**src/rtl/wave_pkg.sv**
```systemverilog
// Shared types and constants for the wave engine.
//   mode_e    : waveform selector carried by the 3-bit mode input
//   LFSR_SEED : noise generator reset value
//   LFSR_TAPS : feedback taps 16,14,13,11 as a bit mask
package wave_pkg;

  typedef enum logic [2:0] {
    MODE_OFF   = 3'b000,
    MODE_TRI   = 3'b001,
    MODE_SAW   = 3'b010,
    MODE_SQR   = 3'b011,
    MODE_NOISE = 3'b100
  } mode_e;

  localparam logic [15:0] LFSR_SEED = 16'hACE1;
  localparam logic [15:0] LFSR_TAPS = 16'hB400;

endpackage

```
**src/rtl/noise_lfsr.sv**
```systemverilog
// 16-bit Fibonacci LFSR noise source. It exists only when WAVE_ENGINE_NOISE_EN is defined.
// Ports:
//   clk   : clock, rising edge
//   nRst  : asynchronous active-low reset, loads LFSR_SEED
//   adv   : shift once this cycle
//   value : current LFSR state
`ifdef WAVE_ENGINE_NOISE_EN
module noise_lfsr
  import wave_pkg::*;
(
  input  logic        clk,
  input  logic        nRst,
  input  logic        adv,
  output logic [15:0] value
);

  logic [15:0] lfsr_q;
  logic        fb;

  assign fb = ^(lfsr_q & LFSR_TAPS);

  always_ff @(posedge clk or negedge nRst) begin
    if (!nRst) begin
      lfsr_q <= LFSR_SEED;
    end else if (adv) begin
      lfsr_q <= {lfsr_q[14:0], fb};
    end
  end

  assign value = lfsr_q;

endmodule
`endif

```
**src/rtl/wave_engine.sv**
```systemverilog
// Phase-accumulator waveform generator: triangle, sawtooth, square and optional noise,
// scaled by a volume setting and registered.
// Build option: define WAVE_ENGINE_NOISE_EN to include the LFSR noise source; without it
// mode 100 produces silence.
// Ports:
//   clk, nRst : clock (rising edge), asynchronous active-low reset
//   en        : advance phase by step this cycle
//   step      : phase increment
//   mode      : waveform select (sampled into a shadow register)
//   duty      : square-wave high threshold (shadowed)
//   volume    : amplitude scale, (volume+1)/2^VOL_W
//   wave_out  : registered sample
//   wrap      : one-cycle pulse after a phase overflow
module wave_engine
  import wave_pkg::*;
#(
  parameter int unsigned PH_W  = 16,
  parameter int unsigned OUT_W = 8,
  parameter int unsigned VOL_W = 4
) (
  input  logic             clk,
  input  logic             nRst,
  input  logic             en,
  input  logic [PH_W-1:0]  step,
  input  logic [2:0]       mode,
  input  logic [OUT_W-1:0] duty,
  input  logic [VOL_W-1:0] volume,
  output logic [OUT_W-1:0] wave_out,
  output logic             wrap
);

  localparam int unsigned ProdW = OUT_W + VOL_W;

  logic [PH_W-1:0]  phase_q;
  logic [PH_W:0]    sum;
  logic             carry;
  mode_e            mode_q;
  logic [OUT_W-1:0] duty_q;
  logic [OUT_W-1:0] wave_q;
  logic             wrap_q;

  logic [OUT_W-1:0] p;
  logic [OUT_W-1:0] tri_base;
  logic [OUT_W-1:0] raw;
  logic [OUT_W-1:0] noise_raw;
  logic [VOL_W:0]   vol_p1;
  logic [ProdW-1:0] prod;
  logic [OUT_W-1:0] scaled;

  assign sum      = {1'b0, phase_q} + {1'b0, step};
  assign carry    = en & sum[PH_W];
  assign p        = phase_q[PH_W-1 -: OUT_W];
  assign tri_base = {p[OUT_W-2:0], 1'b0};

`ifdef WAVE_ENGINE_NOISE_EN
  logic [15:0]         lfsr_value;
  logic [16+OUT_W-1:0] lfsr_ext;

  // Noise advances once per period, on the same edge that raises wrap.
  noise_lfsr u_noise_lfsr (
    .clk  (clk),
    .nRst (nRst),
    .adv  (carry),
    .value(lfsr_value)
  );

  // Zero-extend below so OUT_W > 16 still elaborates.
  assign lfsr_ext  = {lfsr_value, {OUT_W{1'b0}}};
  assign noise_raw = lfsr_ext[16+OUT_W-1 -: OUT_W];
`else
  assign noise_raw = '0;
`endif

  always_comb begin
    raw = '0;
    case (mode_q)
      MODE_TRI:   raw = p[OUT_W-1] ? ~tri_base : tri_base;
      MODE_SAW:   raw = p;
      MODE_SQR:   raw = (p < duty_q) ? '1 : '0;
      MODE_NOISE: raw = noise_raw;
      default:    raw = '0;
    endcase
  end

  // Product is OUT_W+VOL_W wide: raw * 2^VOL_W at most, so nothing is lost.
  assign vol_p1 = {1'b0, volume} + {{VOL_W{1'b0}}, 1'b1};
  assign prod   = ProdW'(raw) * ProdW'(vol_p1);
  assign scaled = OUT_W'(prod >> VOL_W);

  always_ff @(posedge clk or negedge nRst) begin
    if (!nRst) begin
      phase_q <= '0;
      mode_q  <= MODE_OFF;
      duty_q  <= '0;
      wave_q  <= '0;
      wrap_q  <= 1'b0;
    end else begin
      if (en) begin
        phase_q <= sum[PH_W-1:0];
      end
      wrap_q <= carry;
      // Shadow settings update only while idle or at a period boundary.
      if (!en || carry) begin
        mode_q <= mode_e'(mode);
        duty_q <= duty;
      end
      wave_q <= scaled;
    end
  end

  assign wave_out = wave_q;
  assign wrap     = wrap_q;

endmodule

```
**config.mk**
```make
export PLATFORM = sky130hd
export DESIGN_NAME = wave_engine
export DESIGN_NICKNAME = d
export VERILOG_FILES = /design/src/rtl/wave_pkg.sv /design/src/rtl/noise_lfsr.sv /design/src/rtl/wave_engine.sv
export SDC_FILE = /design/constraint.sdc
export NUM_CORES = 1
export LEC_CHECK = 0
export BUFFER_PORTS_ARGS = -buffer_cell sky130_fd_sc_hd__buf_2
export CORE_MARGIN = 4
export CORE_UTILIZATION = 40
export CTS_BUF_LIST = sky130_fd_sc_hd__clkbuf_16
export DETAILED_ROUTE_END_ITERATION = 10
export GPL_ROUTABILITY_DRIVEN = 0
export PLACE_DENSITY = 0.62
export SLEW_MARGIN = 20
export SYNTH_ARGS = -nofsm -noshare
export SYNTH_HDL_FRONTEND = slang
export SYNTH_SLANG_ARGS = --single-unit
```
**constraint.sdc**
```tcl
create_clock -name clk -period 6.8 [get_ports clk]
set_input_delay 1.7 -clock clk [delete_from_list [all_inputs] [get_ports clk]]
set_output_delay 1.7 -clock clk [all_outputs]
set_load 0.01 [all_outputs]
```
==> metrics.txt <==
clk slew on worst S/H paths 0.06 ns; status finished clean; core outline area 0.00838 mm2; gr ovfl total 0; Final Instance Count excl. Fillers 512; Critical Path Sink Type register; synthesized area 0.00352 mm2; Area after DPL 0.00383 mm2; Worst Skew 0.00967 ns; post-synth cell types 53; setup repair bufs after CTS 0; io pins 43; Final TNS setup 0 ns; Clk Latency, worst-skew pair 0.28 ns; post-route clock period utilization 87.2%; Slew @ Worst Pin 0.838 ns; Placed Cells 504; PwrDens 448 mW/mm2; Detail Route Antenna Nets 0; clock sinks 36; layout cell share with drive strength beyond 1 20.9%; CP arrival 6.12 ns; Min Clock Period, post-route 5.93 ns; initial antenna violation count 0; Placement Setup Slack 0.623 ns; RSZ-0062 raised after global routing false; critical path fanouts, max 9; WL final 7.21 mm; maximum number of pins on one net before global-route repair 37; area of the multi-input gates 0.00244 mm2; Seq/Total Area, Yosys 25.6%; Reg area 901 um2; post_cts resized 0; Slew headroom 44.2%; Crit path required time 6.99 ns; Async SR Flop Fraction 100%; vias in the first global route 2,584; DP HPWL 5.78 mm; hold_ws 0.485 ns; Synth Net Count 456; area grow syn2layout 12.9%; Hold Crit Class reg -> reg; slack of the critical path 0.873 ns; Antenna diodes 0; fin nets 499; port bufs 42; Mapped Cells 363; Fillers 830; Setup Viol. Count Final 0; GRT Total Usage 15.1%; row cnt 33; CTS Buf Count 5; fin util 47.4%; die area 0.0104 mm2; 1st-iter DRT viols 138; design area 0.00397 mm2; Crit Path Class in -> reg; Top FF cell, synth dfrtp_1; H-Tree Level Count 2; Critical Path Start Type input pin; Synth Warn # 0; worst vdd ir 0.195 mV; Hold Crit Depth 1; Final Hold Fails 0; die width 102 um; first-pass GRT wire length 12.4 mm; vias per cell 5.24; Initial Util 42.0%; CTS tree done; Post-synth EDFFs 0; max-slew violations 0; Root Buffer clkbuf_16; Vias 2,682; FF+latch count, synth 36; CTS Hold Bufs 0; Peak Freq 169 MHz; Max-cap violations 0; Mapped Avg Cell Area 9.69 um2; CTS max path bufs 2; worst r2r path cells 18; first-pass detailed-route iteration total 4; Final Power 1.78 mW; # DRC 0; Die Ht 102 um; Wirelength per Cell 14.1 um; reported leakage power 1.95 nW
==> cell type report <==
| class | instances | area share (%) |
|---|---|---|
| multi-input cells | 281 | 61.3 |
| flip-flops and latches | 36 | 22.7 |
| repair buffers | 43 | 5.48 |
| inverters | 39 | 3.69 |
| well taps | 105 | 3.31 |
| clock buffers | 5 | 3.15 |
| clock inverters | 3 | 0.347 |
==> routing by layer <==
| metal | vias to the layer above | wire length, um | GRT usage [%] | share of wire [%] |
|---|---|---|---|---|
| li1 | 1354 | - | - | - |
| met1 | 1269 | 3600 | 22.0 | 50 |
| met2 | 51 | 3190 | 23.0 | 44 |
| met3 | 8 | 333 | 3.10 | 4.6 |
| met4 | 0 | 91 | 3.78 | 1.3 |
| met5 | - | 0 | 0 | 0 |
==> cells in the mapped netlist (all sizes together) (3+ instances only) <==
cell    number  share of area [%]
a211oi       4                1.0
a21o         8                1.7
a21oi       19                2.7
a221oi       6                1.5
a22oi        3               0.64
a31oi        4               0.71
buf          3               0.78
clkbuf       4               0.43
dfrtp       36                 26
fa          17                9.7
ha          42                 15
inv         39                4.2
mux2        21                7.8
nand2        5               0.53
nand3        7                1.0
nor2        43                4.6
nor2b       14                2.5
nor3         3               0.57
o21a         4               0.85
o21ai        9                1.3
o31a         3               0.75
or2         12                2.1
xnor2       18                4.5
xor2        11                2.7
==> state kept, by name, indices dropped and copies added, names as in the netlist <==
register  flops
phase_q      16
duty_q        8
wave_out      8
mode_q        3
wrap          1
==> cells by family (layout without fill, tap and decap cells) <==
logic type	count (synthesis)	in the layout	share of synthesized area, %
adders and majority gates	59	59	24.6
buffers and inverters	46	90	5.37
AOI/OAI and AO/OA	75	75	15.0
and+or+nand+nor	96	96	14.1
xor gates and xnor gates	29	29	7.22
DFF	36	36	25.6
muxes	22	22	8.07
==> where the power goes <==
group	internal [mW]	leakage (nW)	switching (mW)
Combinational	0.544	1.45	0.611
Sequential	0.311	0.429	0.0947
Clock	0.133	0.0710	0.0848
==> path summary, 6_finish.rpt <==
kind                              from           to  slack [ns]
max                          volume[0]  wave_out[5]        0.87
min                         phase_q[4]   phase_q[4]        0.48
max reg2reg                phase_q[15]  wave_out[5]        0.98
min reg2reg                 phase_q[4]   phase_q[4]        0.48
max in group asynchronous         nRst  phase_q[13]        4.74
min in group asynchronous         nRst   phase_q[3]        1.53
==> worst max-delay path, cell delays in order <==
cell	delay, ns
buf_2	0.14
ha_1	0.23
xnor2_1	0.48
nor2_1	0.12
fa_1	0.49
fa_1	0.54
inv_1	0.05
fa_1	0.52
inv_1	0.04
ha_1	0.35
a21oi_1	0.16
nor2b_1	0.06
o41a_1	0.40
or2_1	0.30
a2111o_1	0.43
o2111ai_1	0.10
==> layout by cell type (no fill, tap or decap), drive strengths merged, types with 6 or more instances in the layout <==
master,instances
nor2,43
buf,43
ha,42
inv,39
dfrtp,36
mux2,21
a21oi,19
xnor2,18
fa,17
nor2b,14
or2,12
xor2,11
o21ai,9
a21o,8
nand3,7
a221oi,6
Note: power is estimated with default switching activity, not from simulation.
